===== src/rtl/axi4_mem_guard_if.sv =====
//------------------------------------------------------------------------------
// axi4_mem_guard_if
// Purpose : AXI4 bundle (AW, W, B, AR, R) carried as one port.
// Ports   : master modport drives AW/W/AR payload and valid plus B/R ready.
//           slave modport drives AW/W/AR ready plus B/R payload and valid.
//------------------------------------------------------------------------------
interface axi4_mem_guard_if #(
    parameter int unsigned ADDR_W = 32,
    parameter int unsigned DATA_W = 64,
    parameter int unsigned ID_W   = 4
);
    localparam int unsigned STRB_W = DATA_W / 8;

    logic              aw_valid;
    logic              aw_ready;
    logic [ID_W-1:0]   aw_id;
    logic [ADDR_W-1:0] aw_addr;
    logic [7:0]        aw_len;
    logic [2:0]        aw_size;
    logic [1:0]        aw_burst;
    logic              aw_lock;
    logic [3:0]        aw_cache;
    logic [2:0]        aw_prot;
    logic [3:0]        aw_qos;

    logic              w_valid;
    logic              w_ready;
    logic [DATA_W-1:0] w_data;
    logic [STRB_W-1:0] w_strb;
    logic              w_last;

    logic              b_valid;
    logic              b_ready;
    logic [ID_W-1:0]   b_id;
    logic [1:0]        b_resp;

    logic              ar_valid;
    logic              ar_ready;
    logic [ID_W-1:0]   ar_id;
    logic [ADDR_W-1:0] ar_addr;
    logic [7:0]        ar_len;
    logic [2:0]        ar_size;
    logic [1:0]        ar_burst;
    logic              ar_lock;
    logic [3:0]        ar_cache;
    logic [2:0]        ar_prot;
    logic [3:0]        ar_qos;

    logic              r_valid;
    logic              r_ready;
    logic [ID_W-1:0]   r_id;
    logic [DATA_W-1:0] r_data;
    logic [1:0]        r_resp;
    logic              r_last;

    modport master (
        output aw_valid, aw_id, aw_addr, aw_len, aw_size, aw_burst,
               aw_lock, aw_cache, aw_prot, aw_qos,
        input  aw_ready,
        output w_valid, w_data, w_strb, w_last,
        input  w_ready,
        input  b_valid, b_id, b_resp,
        output b_ready,
        output ar_valid, ar_id, ar_addr, ar_len, ar_size, ar_burst,
               ar_lock, ar_cache, ar_prot, ar_qos,
        input  ar_ready,
        input  r_valid, r_id, r_data, r_resp, r_last,
        output r_ready
    );

    modport slave (
        input  aw_valid, aw_id, aw_addr, aw_len, aw_size, aw_burst,
               aw_lock, aw_cache, aw_prot, aw_qos,
        output aw_ready,
        input  w_valid, w_data, w_strb, w_last,
        output w_ready,
        output b_valid, b_id, b_resp,
        input  b_ready,
        input  ar_valid, ar_id, ar_addr, ar_len, ar_size, ar_burst,
               ar_lock, ar_cache, ar_prot, ar_qos,
        output ar_ready,
        output r_valid, r_id, r_data, r_resp, r_last,
        input  r_ready
    );
endinterface


===== src/rtl/axi4_mem_guard.sv =====
//------------------------------------------------------------------------------
// axi4_mem_guard
// Purpose : Address-window guard in front of the DDR AXI wrapper. In-window
//           bursts are forwarded with the address rebased to zero; bursts
//           outside the window are answered locally with DECERR once all
//           forwarded traffic in that direction has drained.
// Ports   : clock, reset  - block clock, async active-high reset
//           s_axi         - slave side, faces the Rocket mem master
//           m_axi         - master side, faces the DDR wrapper
//           err_count     - saturating count of completed DECERR bursts
//------------------------------------------------------------------------------
module axi4_mem_guard #(
    parameter int unsigned       ADDR_W    = 32,
    parameter int unsigned       DATA_W    = 64,
    parameter int unsigned       ID_W      = 4,
    parameter logic [ADDR_W-1:0] MEM_BASE  = 32'h8000_0000,
    parameter logic [ADDR_W-1:0] MEM_SIZE  = 32'h0800_0000,
    parameter int unsigned       MAX_OUTST = 8
) (
    input  logic                    clock,
    input  logic                    reset,
    axi4_mem_guard_if.slave         s_axi,
    axi4_mem_guard_if.master        m_axi,
    output logic [15:0]             err_count
);

    localparam int unsigned       CNT_W   = $clog2(MAX_OUTST + 1);
    localparam logic [CNT_W-1:0]  CNT_MAX = CNT_W'(MAX_OUTST);
    localparam logic [1:0]        DECERR  = 2'b11;

    typedef enum logic [1:0] {W_IDLE, W_DRAIN, W_RESP} w_state_e;
    typedef enum logic       {R_IDLE, R_ERR}           r_state_e;

    w_state_e          w_state_q, w_state_d;
    r_state_e          r_state_q, r_state_d;
    logic [CNT_W-1:0]  b_outst_q, b_outst_d;
    logic [CNT_W-1:0]  w_credit_q, w_credit_d;
    logic [CNT_W-1:0]  r_outst_q, r_outst_d;
    logic [ID_W-1:0]   w_id_q, w_id_d;
    logic [ID_W-1:0]   r_id_q, r_id_d;
    logic [7:0]        r_len_q, r_len_d;
    logic [7:0]        r_beat_q, r_beat_d;
    logic [15:0]       err_count_q, err_count_d;

    logic [ADDR_W-1:0] aw_off, ar_off;
    logic              aw_in_range, ar_in_range;
    logic              b_room, r_room, w_credit_nz;
    logic              aw_err_ok, ar_err_ok;
    logic              r_err_last;
    logic              wr_err_done, rd_err_done;
    logic              m_aw_hs, m_b_hs, m_w_last_hs, m_ar_hs, m_r_last_hs;
    logic [16:0]       err_sum;

    // Window check on the start address; unsigned wrap makes below-base addresses huge
    assign aw_off      = s_axi.aw_addr - MEM_BASE;
    assign ar_off      = s_axi.ar_addr - MEM_BASE;
    assign aw_in_range = aw_off < MEM_SIZE;
    assign ar_in_range = ar_off < MEM_SIZE;

    assign b_room      = b_outst_q < CNT_MAX;
    assign r_room      = r_outst_q < CNT_MAX;
    assign w_credit_nz = w_credit_q != '0;
    // Local error only once nothing forwarded is still pending in that direction
    assign aw_err_ok   = (b_outst_q == '0) && (w_credit_q == '0);
    assign ar_err_ok   = (r_outst_q == '0);
    assign r_err_last  = r_beat_q == r_len_q;

    // Address-channel payload passthrough
    assign m_axi.aw_id    = s_axi.aw_id;
    assign m_axi.aw_addr  = aw_off;
    assign m_axi.aw_len   = s_axi.aw_len;
    assign m_axi.aw_size  = s_axi.aw_size;
    assign m_axi.aw_burst = s_axi.aw_burst;
    assign m_axi.aw_lock  = s_axi.aw_lock;
    assign m_axi.aw_cache = s_axi.aw_cache;
    assign m_axi.aw_prot  = s_axi.aw_prot;
    assign m_axi.aw_qos   = s_axi.aw_qos;
    assign m_axi.w_data   = s_axi.w_data;
    assign m_axi.w_strb   = s_axi.w_strb;
    assign m_axi.w_last   = s_axi.w_last;
    assign m_axi.ar_id    = s_axi.ar_id;
    assign m_axi.ar_addr  = ar_off;
    assign m_axi.ar_len   = s_axi.ar_len;
    assign m_axi.ar_size  = s_axi.ar_size;
    assign m_axi.ar_burst = s_axi.ar_burst;
    assign m_axi.ar_lock  = s_axi.ar_lock;
    assign m_axi.ar_cache = s_axi.ar_cache;
    assign m_axi.ar_prot  = s_axi.ar_prot;
    assign m_axi.ar_qos   = s_axi.ar_qos;

    assign err_count = err_count_q;

    // State and counter registers
    always_ff @(posedge clock or posedge reset) begin
        if (reset) begin
            w_state_q   <= W_IDLE;
            r_state_q   <= R_IDLE;
            b_outst_q   <= '0;
            w_credit_q  <= '0;
            r_outst_q   <= '0;
            w_id_q      <= '0;
            r_id_q      <= '0;
            r_len_q     <= '0;
            r_beat_q    <= '0;
            err_count_q <= '0;
        end else begin
            w_state_q   <= w_state_d;
            r_state_q   <= r_state_d;
            b_outst_q   <= b_outst_d;
            w_credit_q  <= w_credit_d;
            r_outst_q   <= r_outst_d;
            w_id_q      <= w_id_d;
            r_id_q      <= r_id_d;
            r_len_q     <= r_len_d;
            r_beat_q    <= r_beat_d;
            err_count_q <= err_count_d;
        end
    end

    // Write engine: forward, or drain W and answer B with DECERR
    always_comb begin
        w_state_d      = w_state_q;
        w_id_d         = w_id_q;
        wr_err_done    = 1'b0;
        m_axi.aw_valid = 1'b0;
        s_axi.aw_ready = 1'b0;
        m_axi.w_valid  = 1'b0;
        s_axi.w_ready  = 1'b0;
        s_axi.b_valid  = m_axi.b_valid;
        s_axi.b_id     = m_axi.b_id;
        s_axi.b_resp   = m_axi.b_resp;
        m_axi.b_ready  = s_axi.b_ready;
        unique case (w_state_q)
            W_IDLE: begin
                m_axi.w_valid = s_axi.w_valid & w_credit_nz;
                s_axi.w_ready = m_axi.w_ready & w_credit_nz;
                if (aw_in_range) begin
                    m_axi.aw_valid = s_axi.aw_valid & b_room;
                    s_axi.aw_ready = m_axi.aw_ready & b_room;
                end else begin
                    s_axi.aw_ready = aw_err_ok;
                    if (s_axi.aw_valid && aw_err_ok) begin
                        w_id_d    = s_axi.aw_id;
                        w_state_d = W_DRAIN;
                    end
                end
            end
            W_DRAIN: begin
                s_axi.w_ready = 1'b1;
                if (s_axi.w_valid && s_axi.w_last) begin
                    w_state_d = W_RESP;
                end
            end
            W_RESP: begin
                s_axi.b_valid = 1'b1;
                s_axi.b_id    = w_id_q;
                s_axi.b_resp  = DECERR;
                m_axi.b_ready = 1'b0;
                if (s_axi.b_ready) begin
                    wr_err_done = 1'b1;
                    w_state_d   = W_IDLE;
                end
            end
            default: w_state_d = W_IDLE;
        endcase
    end

    // Read engine: forward, or generate len+1 zero-data DECERR beats
    always_comb begin
        r_state_d      = r_state_q;
        r_id_d         = r_id_q;
        r_len_d        = r_len_q;
        r_beat_d       = r_beat_q;
        rd_err_done    = 1'b0;
        m_axi.ar_valid = 1'b0;
        s_axi.ar_ready = 1'b0;
        s_axi.r_valid  = m_axi.r_valid;
        s_axi.r_id     = m_axi.r_id;
        s_axi.r_data   = m_axi.r_data;
        s_axi.r_resp   = m_axi.r_resp;
        s_axi.r_last   = m_axi.r_last;
        m_axi.r_ready  = s_axi.r_ready;
        unique case (r_state_q)
            R_IDLE: begin
                if (ar_in_range) begin
                    m_axi.ar_valid = s_axi.ar_valid & r_room;
                    s_axi.ar_ready = m_axi.ar_ready & r_room;
                end else begin
                    s_axi.ar_ready = ar_err_ok;
                    if (s_axi.ar_valid && ar_err_ok) begin
                        r_id_d    = s_axi.ar_id;
                        r_len_d   = s_axi.ar_len;
                        r_beat_d  = 8'd0;
                        r_state_d = R_ERR;
                    end
                end
            end
            R_ERR: begin
                s_axi.r_valid = 1'b1;
                s_axi.r_id    = r_id_q;
                s_axi.r_data  = '0;
                s_axi.r_resp  = DECERR;
                s_axi.r_last  = r_err_last;
                m_axi.r_ready = 1'b0;
                if (s_axi.r_ready) begin
                    r_beat_d = r_beat_q + 8'd1;
                    if (r_err_last) begin
                        rd_err_done = 1'b1;
                        r_state_d   = R_IDLE;
                    end
                end
            end
            default: r_state_d = R_IDLE;
        endcase
    end

    assign m_aw_hs     = m_axi.aw_valid & m_axi.aw_ready;
    assign m_b_hs      = m_axi.b_valid & m_axi.b_ready;
    assign m_w_last_hs = m_axi.w_valid & m_axi.w_ready & m_axi.w_last;
    assign m_ar_hs     = m_axi.ar_valid & m_axi.ar_ready;
    assign m_r_last_hs = m_axi.r_valid & m_axi.r_ready & m_axi.r_last;

    // Outstanding counters; simultaneous inc and dec cancel
    always_comb begin
        b_outst_d  = b_outst_q;
        w_credit_d = w_credit_q;
        r_outst_d  = r_outst_q;
        if (m_aw_hs && !m_b_hs) begin
            b_outst_d = b_outst_q + CNT_W'(1);
        end else if (!m_aw_hs && m_b_hs) begin
            b_outst_d = b_outst_q - CNT_W'(1);
        end
        if (m_aw_hs && !m_w_last_hs) begin
            w_credit_d = w_credit_q + CNT_W'(1);
        end else if (!m_aw_hs && m_w_last_hs) begin
            w_credit_d = w_credit_q - CNT_W'(1);
        end
        if (m_ar_hs && !m_r_last_hs) begin
            r_outst_d = r_outst_q + CNT_W'(1);
        end else if (!m_ar_hs && m_r_last_hs) begin
            r_outst_d = r_outst_q - CNT_W'(1);
        end
    end

    // Error counter; both engines may finish in the same cycle
    always_comb begin
        err_sum     = {1'b0, err_count_q} + 17'(wr_err_done) + 17'(rd_err_done);
        err_count_d = err_sum[16] ? 16'hFFFF : err_sum[15:0];
    end

endmodule


===== src/flat_wrapper.sv =====
// flat-port wrapper written by rule: the top's interface ports become plain ports
module axi4_mem_guard_flat 
#(
    parameter int unsigned       ADDR_W    = 32,
    parameter int unsigned       DATA_W    = 64,
    parameter int unsigned       ID_W      = 4,
    parameter logic [ADDR_W-1:0] MEM_BASE  = 32'h8000_0000,
    parameter logic [ADDR_W-1:0] MEM_SIZE  = 32'h0800_0000,
    parameter int unsigned       MAX_OUTST = 8
)
  (clock, reset, err_count, s_axi_aw_valid, s_axi_aw_id, s_axi_aw_addr, s_axi_aw_len, s_axi_aw_size, s_axi_aw_burst, s_axi_aw_lock, s_axi_aw_cache, s_axi_aw_prot, s_axi_aw_qos, s_axi_aw_ready, s_axi_w_valid, s_axi_w_data, s_axi_w_strb, s_axi_w_last, s_axi_w_ready, s_axi_b_valid, s_axi_b_id, s_axi_b_resp, s_axi_b_ready, s_axi_ar_valid, s_axi_ar_id, s_axi_ar_addr, s_axi_ar_len, s_axi_ar_size, s_axi_ar_burst, s_axi_ar_lock, s_axi_ar_cache, s_axi_ar_prot, s_axi_ar_qos, s_axi_ar_ready, s_axi_r_valid, s_axi_r_id, s_axi_r_data, s_axi_r_resp, s_axi_r_last, s_axi_r_ready, m_axi_aw_valid, m_axi_aw_id, m_axi_aw_addr, m_axi_aw_len, m_axi_aw_size, m_axi_aw_burst, m_axi_aw_lock, m_axi_aw_cache, m_axi_aw_prot, m_axi_aw_qos, m_axi_aw_ready, m_axi_w_valid, m_axi_w_data, m_axi_w_strb, m_axi_w_last, m_axi_w_ready, m_axi_b_valid, m_axi_b_id, m_axi_b_resp, m_axi_b_ready, m_axi_ar_valid, m_axi_ar_id, m_axi_ar_addr, m_axi_ar_len, m_axi_ar_size, m_axi_ar_burst, m_axi_ar_lock, m_axi_ar_cache, m_axi_ar_prot, m_axi_ar_qos, m_axi_ar_ready, m_axi_r_valid, m_axi_r_id, m_axi_r_data, m_axi_r_resp, m_axi_r_last, m_axi_r_ready);
  axi4_mem_guard_if #(.ADDR_W(ADDR_W), .DATA_W(DATA_W), .ID_W(ID_W)) s_axi_i ();
  axi4_mem_guard_if #(.ADDR_W(ADDR_W), .DATA_W(DATA_W), .ID_W(ID_W)) m_axi_i ();
  input  logic clock;
  input  logic reset;
  output logic [15:0] err_count;
  input wire logic [$bits(s_axi_i.aw_valid)-1:0] s_axi_aw_valid;
  input wire logic [$bits(s_axi_i.aw_id)-1:0] s_axi_aw_id;
  input wire logic [$bits(s_axi_i.aw_addr)-1:0] s_axi_aw_addr;
  input wire logic [$bits(s_axi_i.aw_len)-1:0] s_axi_aw_len;
  input wire logic [$bits(s_axi_i.aw_size)-1:0] s_axi_aw_size;
  input wire logic [$bits(s_axi_i.aw_burst)-1:0] s_axi_aw_burst;
  input wire logic [$bits(s_axi_i.aw_lock)-1:0] s_axi_aw_lock;
  input wire logic [$bits(s_axi_i.aw_cache)-1:0] s_axi_aw_cache;
  input wire logic [$bits(s_axi_i.aw_prot)-1:0] s_axi_aw_prot;
  input wire logic [$bits(s_axi_i.aw_qos)-1:0] s_axi_aw_qos;
  output wire logic [$bits(s_axi_i.aw_ready)-1:0] s_axi_aw_ready;
  input wire logic [$bits(s_axi_i.w_valid)-1:0] s_axi_w_valid;
  input wire logic [$bits(s_axi_i.w_data)-1:0] s_axi_w_data;
  input wire logic [$bits(s_axi_i.w_strb)-1:0] s_axi_w_strb;
  input wire logic [$bits(s_axi_i.w_last)-1:0] s_axi_w_last;
  output wire logic [$bits(s_axi_i.w_ready)-1:0] s_axi_w_ready;
  output wire logic [$bits(s_axi_i.b_valid)-1:0] s_axi_b_valid;
  output wire logic [$bits(s_axi_i.b_id)-1:0] s_axi_b_id;
  output wire logic [$bits(s_axi_i.b_resp)-1:0] s_axi_b_resp;
  input wire logic [$bits(s_axi_i.b_ready)-1:0] s_axi_b_ready;
  input wire logic [$bits(s_axi_i.ar_valid)-1:0] s_axi_ar_valid;
  input wire logic [$bits(s_axi_i.ar_id)-1:0] s_axi_ar_id;
  input wire logic [$bits(s_axi_i.ar_addr)-1:0] s_axi_ar_addr;
  input wire logic [$bits(s_axi_i.ar_len)-1:0] s_axi_ar_len;
  input wire logic [$bits(s_axi_i.ar_size)-1:0] s_axi_ar_size;
  input wire logic [$bits(s_axi_i.ar_burst)-1:0] s_axi_ar_burst;
  input wire logic [$bits(s_axi_i.ar_lock)-1:0] s_axi_ar_lock;
  input wire logic [$bits(s_axi_i.ar_cache)-1:0] s_axi_ar_cache;
  input wire logic [$bits(s_axi_i.ar_prot)-1:0] s_axi_ar_prot;
  input wire logic [$bits(s_axi_i.ar_qos)-1:0] s_axi_ar_qos;
  output wire logic [$bits(s_axi_i.ar_ready)-1:0] s_axi_ar_ready;
  output wire logic [$bits(s_axi_i.r_valid)-1:0] s_axi_r_valid;
  output wire logic [$bits(s_axi_i.r_id)-1:0] s_axi_r_id;
  output wire logic [$bits(s_axi_i.r_data)-1:0] s_axi_r_data;
  output wire logic [$bits(s_axi_i.r_resp)-1:0] s_axi_r_resp;
  output wire logic [$bits(s_axi_i.r_last)-1:0] s_axi_r_last;
  input wire logic [$bits(s_axi_i.r_ready)-1:0] s_axi_r_ready;
  output wire logic [$bits(m_axi_i.aw_valid)-1:0] m_axi_aw_valid;
  output wire logic [$bits(m_axi_i.aw_id)-1:0] m_axi_aw_id;
  output wire logic [$bits(m_axi_i.aw_addr)-1:0] m_axi_aw_addr;
  output wire logic [$bits(m_axi_i.aw_len)-1:0] m_axi_aw_len;
  output wire logic [$bits(m_axi_i.aw_size)-1:0] m_axi_aw_size;
  output wire logic [$bits(m_axi_i.aw_burst)-1:0] m_axi_aw_burst;
  output wire logic [$bits(m_axi_i.aw_lock)-1:0] m_axi_aw_lock;
  output wire logic [$bits(m_axi_i.aw_cache)-1:0] m_axi_aw_cache;
  output wire logic [$bits(m_axi_i.aw_prot)-1:0] m_axi_aw_prot;
  output wire logic [$bits(m_axi_i.aw_qos)-1:0] m_axi_aw_qos;
  input wire logic [$bits(m_axi_i.aw_ready)-1:0] m_axi_aw_ready;
  output wire logic [$bits(m_axi_i.w_valid)-1:0] m_axi_w_valid;
  output wire logic [$bits(m_axi_i.w_data)-1:0] m_axi_w_data;
  output wire logic [$bits(m_axi_i.w_strb)-1:0] m_axi_w_strb;
  output wire logic [$bits(m_axi_i.w_last)-1:0] m_axi_w_last;
  input wire logic [$bits(m_axi_i.w_ready)-1:0] m_axi_w_ready;
  input wire logic [$bits(m_axi_i.b_valid)-1:0] m_axi_b_valid;
  input wire logic [$bits(m_axi_i.b_id)-1:0] m_axi_b_id;
  input wire logic [$bits(m_axi_i.b_resp)-1:0] m_axi_b_resp;
  output wire logic [$bits(m_axi_i.b_ready)-1:0] m_axi_b_ready;
  output wire logic [$bits(m_axi_i.ar_valid)-1:0] m_axi_ar_valid;
  output wire logic [$bits(m_axi_i.ar_id)-1:0] m_axi_ar_id;
  output wire logic [$bits(m_axi_i.ar_addr)-1:0] m_axi_ar_addr;
  output wire logic [$bits(m_axi_i.ar_len)-1:0] m_axi_ar_len;
  output wire logic [$bits(m_axi_i.ar_size)-1:0] m_axi_ar_size;
  output wire logic [$bits(m_axi_i.ar_burst)-1:0] m_axi_ar_burst;
  output wire logic [$bits(m_axi_i.ar_lock)-1:0] m_axi_ar_lock;
  output wire logic [$bits(m_axi_i.ar_cache)-1:0] m_axi_ar_cache;
  output wire logic [$bits(m_axi_i.ar_prot)-1:0] m_axi_ar_prot;
  output wire logic [$bits(m_axi_i.ar_qos)-1:0] m_axi_ar_qos;
  input wire logic [$bits(m_axi_i.ar_ready)-1:0] m_axi_ar_ready;
  input wire logic [$bits(m_axi_i.r_valid)-1:0] m_axi_r_valid;
  input wire logic [$bits(m_axi_i.r_id)-1:0] m_axi_r_id;
  input wire logic [$bits(m_axi_i.r_data)-1:0] m_axi_r_data;
  input wire logic [$bits(m_axi_i.r_resp)-1:0] m_axi_r_resp;
  input wire logic [$bits(m_axi_i.r_last)-1:0] m_axi_r_last;
  output wire logic [$bits(m_axi_i.r_ready)-1:0] m_axi_r_ready;
  assign s_axi_i.aw_valid = s_axi_aw_valid;
  assign s_axi_i.aw_id = s_axi_aw_id;
  assign s_axi_i.aw_addr = s_axi_aw_addr;
  assign s_axi_i.aw_len = s_axi_aw_len;
  assign s_axi_i.aw_size = s_axi_aw_size;
  assign s_axi_i.aw_burst = s_axi_aw_burst;
  assign s_axi_i.aw_lock = s_axi_aw_lock;
  assign s_axi_i.aw_cache = s_axi_aw_cache;
  assign s_axi_i.aw_prot = s_axi_aw_prot;
  assign s_axi_i.aw_qos = s_axi_aw_qos;
  assign s_axi_aw_ready = s_axi_i.aw_ready;
  assign s_axi_i.w_valid = s_axi_w_valid;
  assign s_axi_i.w_data = s_axi_w_data;
  assign s_axi_i.w_strb = s_axi_w_strb;
  assign s_axi_i.w_last = s_axi_w_last;
  assign s_axi_w_ready = s_axi_i.w_ready;
  assign s_axi_b_valid = s_axi_i.b_valid;
  assign s_axi_b_id = s_axi_i.b_id;
  assign s_axi_b_resp = s_axi_i.b_resp;
  assign s_axi_i.b_ready = s_axi_b_ready;
  assign s_axi_i.ar_valid = s_axi_ar_valid;
  assign s_axi_i.ar_id = s_axi_ar_id;
  assign s_axi_i.ar_addr = s_axi_ar_addr;
  assign s_axi_i.ar_len = s_axi_ar_len;
  assign s_axi_i.ar_size = s_axi_ar_size;
  assign s_axi_i.ar_burst = s_axi_ar_burst;
  assign s_axi_i.ar_lock = s_axi_ar_lock;
  assign s_axi_i.ar_cache = s_axi_ar_cache;
  assign s_axi_i.ar_prot = s_axi_ar_prot;
  assign s_axi_i.ar_qos = s_axi_ar_qos;
  assign s_axi_ar_ready = s_axi_i.ar_ready;
  assign s_axi_r_valid = s_axi_i.r_valid;
  assign s_axi_r_id = s_axi_i.r_id;
  assign s_axi_r_data = s_axi_i.r_data;
  assign s_axi_r_resp = s_axi_i.r_resp;
  assign s_axi_r_last = s_axi_i.r_last;
  assign s_axi_i.r_ready = s_axi_r_ready;
  assign m_axi_aw_valid = m_axi_i.aw_valid;
  assign m_axi_aw_id = m_axi_i.aw_id;
  assign m_axi_aw_addr = m_axi_i.aw_addr;
  assign m_axi_aw_len = m_axi_i.aw_len;
  assign m_axi_aw_size = m_axi_i.aw_size;
  assign m_axi_aw_burst = m_axi_i.aw_burst;
  assign m_axi_aw_lock = m_axi_i.aw_lock;
  assign m_axi_aw_cache = m_axi_i.aw_cache;
  assign m_axi_aw_prot = m_axi_i.aw_prot;
  assign m_axi_aw_qos = m_axi_i.aw_qos;
  assign m_axi_i.aw_ready = m_axi_aw_ready;
  assign m_axi_w_valid = m_axi_i.w_valid;
  assign m_axi_w_data = m_axi_i.w_data;
  assign m_axi_w_strb = m_axi_i.w_strb;
  assign m_axi_w_last = m_axi_i.w_last;
  assign m_axi_i.w_ready = m_axi_w_ready;
  assign m_axi_i.b_valid = m_axi_b_valid;
  assign m_axi_i.b_id = m_axi_b_id;
  assign m_axi_i.b_resp = m_axi_b_resp;
  assign m_axi_b_ready = m_axi_i.b_ready;
  assign m_axi_ar_valid = m_axi_i.ar_valid;
  assign m_axi_ar_id = m_axi_i.ar_id;
  assign m_axi_ar_addr = m_axi_i.ar_addr;
  assign m_axi_ar_len = m_axi_i.ar_len;
  assign m_axi_ar_size = m_axi_i.ar_size;
  assign m_axi_ar_burst = m_axi_i.ar_burst;
  assign m_axi_ar_lock = m_axi_i.ar_lock;
  assign m_axi_ar_cache = m_axi_i.ar_cache;
  assign m_axi_ar_prot = m_axi_i.ar_prot;
  assign m_axi_ar_qos = m_axi_i.ar_qos;
  assign m_axi_i.ar_ready = m_axi_ar_ready;
  assign m_axi_i.r_valid = m_axi_r_valid;
  assign m_axi_i.r_id = m_axi_r_id;
  assign m_axi_i.r_data = m_axi_r_data;
  assign m_axi_i.r_resp = m_axi_r_resp;
  assign m_axi_i.r_last = m_axi_r_last;
  assign m_axi_r_ready = m_axi_i.r_ready;
  axi4_mem_guard #(.ADDR_W(ADDR_W), .DATA_W(DATA_W), .ID_W(ID_W), .MEM_BASE(MEM_BASE), .MEM_SIZE(MEM_SIZE), .MAX_OUTST(MAX_OUTST)) u_core (.clock(clock), .reset(reset), .s_axi(s_axi_i), .m_axi(m_axi_i), .err_count(err_count));
endmodule

===== config.mk =====
export PLATFORM = sky130hd
export DESIGN_NAME = axi4_mem_guard_flat
export DESIGN_NICKNAME = d
export VERILOG_FILES = /design/src/rtl/axi4_mem_guard_if.sv /design/src/rtl/axi4_mem_guard.sv /design/src/flat_wrapper.sv
export SDC_FILE = /design/constraint.sdc
export NUM_CORES = 1
export LEC_CHECK = 0
export BUFFER_PORTS_ARGS = -buffer_cell sky130_fd_sc_hd__buf_2
export CORE_AREA = 4 4 222 224
export DETAILED_ROUTE_END_ITERATION = 12
export DIE_AREA = 0 0 226 228
export GPL_TIMING_DRIVEN = 0
export PLACE_DENSITY = 0.32
export SLEW_MARGIN = 20
export SYNTH_ARGS = -nofsm -noshare
export SYNTH_HDL_FRONTEND = slang
export SYNTH_SLANG_ARGS = --single-unit

===== constraint.sdc =====
create_clock -name clock -period 2.83 [get_ports clock]
set_input_delay 0.566 -clock clock [delete_from_list [all_inputs] [get_ports clock]]
set_output_delay 0.566 -clock clock [all_outputs]
set_load 0.03 [all_outputs]

**Word level (Yosys, flattened, before mapping)**

Cells that the tools add are included.

- Output and inout bits: 298
- Input bits: 284
- Flip-flop bits (word level): 55
- Word-level logic and storage cells: 124

- Reductions and logical operators: 27
- Equality and inequality tests: 10
- Add/sub/neg operators: 11
- Mux-type cells: 46
- $lt $le $gt $ge: 4
- Bitwise operators: 16

Operators by type and width:

| cell | number |
|---|---|
| < comparator 32 x 28 -> 1 bit (second input constant) | 2 |
| two-way mux 64 bit | 1 |
| subtractor 32 bit (second input constant) | 2 |
| two-way mux 4 bit | 8 |
| two-way mux 8 bit | 3 |
| two-way mux 1 bit | 23 |
| adder 16 x 1 -> 17 bit | 1 |
| adder 17 x 1 -> 17 bit | 1 |
| two-way mux 16 bit | 1 |
| case mux 8 bit (2 select lines) | 1 |
| bitwise AND 1 bit | 13 |
| adder 4 x 1 -> 4 bit (second input constant) | 3 |
| zero test 4 bit | 3 |
| two-way mux 2 bit | 6 |
| subtractor 4 x 1 -> 4 bit (second input constant) | 3 |
| logical AND 1 bit | 10 |
| AND reduction 3 bit | 3 |
| adder 8 x 1 -> 8 bit (second input constant) | 1 |
| == test 8 bit | 1 |
| < comparator 4 bit (second input constant) | 2 |
| != test 2 bit (second input constant) | 4 |
| != test 2 x 1 -> 1 bit (second input constant) | 3 |
| case mux 2 bit (3 select lines) | 1 |
| nonzero test 2 bit | 3 |
| other kinds (8) | 15 |

**Logic depth before layout (Yosys ltp)**

- Depth in word-level cells: 9
- Mapped depth: 11
- Mapped depth without buffers: 10

**Worst setup path before layout**

No wires, ideal clock.

- Path type: input to register
- From: input port s_axi_ar_addr[30]
- To: register u_core.r_outst_q[3]
- Path buffers: 0
- Arrival time: 3.149 ns
- Setup time: 0.126 ns
- Required time: 2.704 ns
- Cell stages on the path: 10
- Slack: -0.446 ns
- Cells stage by stage: nor4_1 nand4b_1 nor3b_1 ha_1 inv_1 ha_1 a21o_2 a2111oi_0 a31oi_1 a221o_1

- Cells in the longest elaborated chain, start to end: 8
- Elaborated cells on any way between the ends: 10
- Classes of those cells: add/sub: 1; order compare: 1; mux: 3; bitwise: 1; reduce/logical: 4

Ends and longest elaborated chain:

| element | RTL line | text |
|---|---|---|
| start: declaration | flat_wrapper.sv:39 | `input wire logic [$bits(s_axi_i.ar_addr)-1:0] s_axi_ar_addr;` |
| subtractor 32 bit * | axi4_mem_guard.sv:56 | `assign ar_off = s_axi.ar_addr - MEM_BASE;` |
| < comparator 32 x 28 -> 1 bit * | axi4_mem_guard.sv:58 | `assign ar_in_range = ar_off < MEM_SIZE;` |
| two-way mux 1 bit * | axi4_mem_guard.sv:185 | `if (ar_in_range) begin` |
| two-way mux 1 bit * | axi4_mem_guard.sv:183 | `unique case (r_state_q)` |
| bitwise AND 1 bit * | axi4_mem_guard.sv:220 | `assign m_ar_hs = m_axi.ar_valid & m_axi.ar_ready;` |
| zero test 1 bit | axi4_mem_guard.sv:240 | `end else if (!m_ar_hs && m_r_last_hs) begin` |
| logical AND 1 bit | axi4_mem_guard.sv:240 |  |
| nonzero test 2 bit (no source line) | n/a |  |
| end signal: assignment | axi4_mem_guard.sv:111 | `r_outst_q <= r_outst_d;` |
| end: declaration | axi4_mem_guard.sv:38 | `logic [CNT_W-1:0] r_outst_q, r_outst_d;` |

Mark *: on every way between the ends. The rest lies on a longest branch, timed or not.
A chain may end at the register's enable or synchronous reset.

**Worst setup path after layout**

- From: input port s_axi_aw_addr[28]
- To: register u_core.b_outst_q[3]

- Cells in the longest elaborated chain, start to end: 8
- Elaborated cells on any way between the ends: 10
- Classes of those cells: add/sub: 1; order compare: 1; mux: 3; bitwise: 1; reduce/logical: 4

Ends and longest elaborated chain:

| element | RTL line | text |
|---|---|---|
| start: declaration | flat_wrapper.sv:19 | `input wire logic [$bits(s_axi_i.aw_addr)-1:0] s_axi_aw_addr;` |
| subtractor 32 bit * | axi4_mem_guard.sv:55 | `assign aw_off = s_axi.aw_addr - MEM_BASE;` |
| < comparator 32 x 28 -> 1 bit * | axi4_mem_guard.sv:57 | `assign aw_in_range = aw_off < MEM_SIZE;` |
| two-way mux 1 bit * | axi4_mem_guard.sv:137 | `if (aw_in_range) begin` |
| two-way mux 1 bit * | axi4_mem_guard.sv:133 | `unique case (w_state_q)` |
| bitwise AND 1 bit * | axi4_mem_guard.sv:217 | `assign m_aw_hs = m_axi.aw_valid & m_axi.aw_ready;` |
| zero test 1 bit | axi4_mem_guard.sv:230 | `end else if (!m_aw_hs && m_b_hs) begin` |
| logical AND 1 bit | axi4_mem_guard.sv:230 |  |
| nonzero test 2 bit (no source line) | n/a |  |
| end signal: assignment | axi4_mem_guard.sv:109 | `b_outst_q <= b_outst_d;` |
| end: declaration | axi4_mem_guard.sv:36 | `logic [CNT_W-1:0] b_outst_q, b_outst_d;` |

Marked as above.

==> results.yml <==
synthesis:
  synth_edf_count: 0
  syn_inst: 565
  synth_fp_nets: 864
  netlist_area_um2: 5010
  synth_seq_cells: 55
  ys_types: 46
  async_reset_ff_share_pct: 100
  synthFlopType: "dfrtp_1"
  ys_seq_area_share_pct: 27.5
  avgSynthCellArea_um2: 8.87
  yosysWarnings: 0
floorplanning:
  pin_count: 582
  fp-row-count: 80
  start_util_pct: 10.6
  die_y_um: 228
  die_width_um: 226
  design.core.area_um2: 47300
  dieArea_um2: 51500
cts:
  path_clk_slew_ns: 0.08
  cts_tree: "built"
  worstSkewPairLatency_ns: 0.31
  cts.sinks: 55
  hold_buffers: 0
  numCtsBuffers: 5
  cts_buffer_depth: 2
  htree_levels: 2
  clockRootBuffer: "clkbuf_16"
critical_path:
  cp.required_ns: 3.02
  crit_type: "in2reg"
  worstPathArrival_ns: 2.93
  end_kind: "flop"
  critPathLaunch: "s_axi_aw_addr[28]"
  critPathMaxFanout: 5
  rr_startpoint: "u_core.w_credit_q[0]$_DFFE_PP0P_"
  r2r-end: "u_core.w_credit_q[3]$_DFFE_PP0P_"
  r2r_slack_ns: 0.11
  start_kind: "input pin"
  ff2ff_path_depth: 10
sta:
  clock_skew_ns: 0.0136
  finalSetupViolations: 0
  tightest_slew_ns: 0.664
  setup-tns-final_ns: 0
  period_share_pct: 97.1
  slew_viol_final: 0
  finalCriticalPeriod_ns: 2.75
  relSlewSlack_pct: 55.6
  max_freq_mhz: 364
  grt_setup_unrepaired: "yes"
  hold_violations: 0
cells_and_area:
  n_antenna_cell: 0
  syn2layout_area_growth_pct: 65.3
  layout_common_cells: "413 x buf_2, 204 x buf_4, 65 x nor2b_1, 53 x dfrtp_1, 29 x mux2_2"
  final_area_um2: 8290
  regArea_um2: 1380
  multiInputGateArea_um2: 2250
  layout-drive-gt1-share_pct: 69.9
  fin_nets: 1293
  final_common_cell: "buf_2"
  fill_cells: 5413
  fin_util_pct: 17.5
grt:
  grt_pass1_wl_um: 31700
  grt_overflow: 0
  grt_usage_pct: 7.90
  grt_pass1_vias: 4944
  antenna_found_initial: 1
  grt_start_max_net_pins: 35
drt:
  dr.pass1.iters: 4
  dr_total_vias: 5064
  drcViolationCount: 0
  vias_per_cell: 3.15
  drt_iter0_drc: 127
  ant_nets: 0
  wirelength_um: 22900
  avgRoutedWirePerCell_um: 14.2
pwr:
  peakVddDrop_v: 0.000276
  cellLeakagePower_nw: 4.34
  finalPower_mw: 5.19
  power.density_nw_per_um2: 626
placed_design:
  portBuffers: 413
  gp_congestion: 0.799
  hpwl_um: 20000
  place_area_um2: 7950
run:
  drv_cap: 0
run_status:
  outcome: "complete, no violations"
worst_hold_path:
  hp-class: "in2async"
flip-flops by register name, indices dropped and copies added (netlist names):
name / cells
u_core.err_count: 16
u_core.r_beat_q: 8
u_core.r_len_q: 8
u_core.b_outst_q: 4
u_core.r_id_q: 4
u_core.r_outst_q: 4
u_core.w_credit_q: 4
u_core.w_id_q: 4
u_core.w_state_q: 2
u_core.r_state_q: 1
per-stage QoR:
| step | std cells | worst slack, ns | hold slack, ns |
|---|---|---|---|
| 3_5_place_dp | 1594 | -0.960 | 0.492 |
| 3_3_place_gp | 1593 | -0.925 | 0.490 |
| 2_1_floorplan | 565 | -0.0386 | 0.474 |
| 6_report | 1610 | 0.0818 | 0.240 |
| 5_1_grt | 1610 | -0.00866 | 0.265 |
| 4_1_cts | 1607 | 0.0145 | 0.246 |
synth_stat cells (all sizes together), types with 3 or more instances:
library cell / instances / area [um^2]
a21boi: 3 / 22.5
a221o: 3 / 30.0
fa: 4 / 80.1
nor3: 9 / 45.0
a21o: 5 / 40.0
nand2: 28 / 105
nor4: 8 / 50.1
ha: 11 / 138
and3: 5 / 31.3
a31oi: 5 / 31.3
inv: 11 / 41.3
dfrtp: 55 / 1380
a21oi: 6 / 30.0
nor2b: 66 / 413
or2: 3 / 18.8
a2111oi: 3 / 26.3
clkbuf: 14 / 52.6
nand3: 13 / 65.1
nand2b: 9 / 56.3
a22o: 3 / 26.3
nor2: 18 / 70.1
nand4: 5 / 31.3
o21ai: 8 / 40.0
xor2: 3 / 26.3
buf: 195 / 1460
xnor2: 24 / 210
mux2: 30 / 342
per-layer routing:
layer	track usage, %	share of wire (%)
met4	1.01	0.77
met5	0	0.057
met1	10.2	42
met2	14.1	50
met3	1.38	6.6
kinds of logic after synthesis:
logic type,after synthesis,synth area share (%)
buffers and inverters,220,31.1
muxes,30,6.81
DFF,55,27.5
xor gates and xnor gates,27,4.72
AOI/OAI and AO/OA,44,6.36
adders and majority gates,15,4.34
and+or+nand+nor,174,19.2
cell type report:
type                    count  share of cell area [%]
clock buffers               5                    1.51
plain buffers             207                    18.3
flip-flops and latches     55                    16.6
repair buffers            424                    26.1
clock inverters             3                   0.528
multi-input cells         290                    27.1
well taps                 615                    9.28
inverters                  11                   0.558
worst max-delay path by stage:
| stage | endpoint | slack (ns) | cells after the start |
|---|---|---|---|
| after global routing | u_core.err_count[9]$_DFF_PP0_ | -0.009 | 10 |
| after detailed placement | u_core.err_count[10]$_DFF_PP0_ | -0.96 | 10 |
| final | u_core.b_outst_q[3]$_DFFE_PP0P_ | 0.08 | 11 |
| after global placement | u_core.err_count[11]$_DFF_PP0_ | -0.92 | 10 |
| after floorplan | u_core.w_credit_q[3]$_DFFE_PP0P_ | -0.04 | 10 |
| after CTS | u_core.b_outst_q[3]$_DFFE_PP0P_ | 0.01 | 10 |
critical path, stage by stage:
cell,delay (ns)
buf_2,0.12
nor4_4,0.31
and4_4,0.26
and2_4,0.18
ha_4,0.16
inv_2,0.06
ha_1,0.26
a21o_1,0.22
a2111oi_2,0.38
a31oi_1,0.09
a221o_1,0.32
power breakdown:
group / internal (mW) / total (mW) / switching, mW
sequential: 1.06 / 1.35 / 0.288
clock: 0.419 / 0.745 / 0.326
combinational: 1.23 / 3.10 / 1.87
repair_timing:
action / 4_1_cts / 5_1_grt
setup buffers: 7 / 3
pin swaps: 5 / 9
setup endpoints to repair: 31 / 14
gates resized for setup: 10 / 15
(Power assumes the default switching activity.)
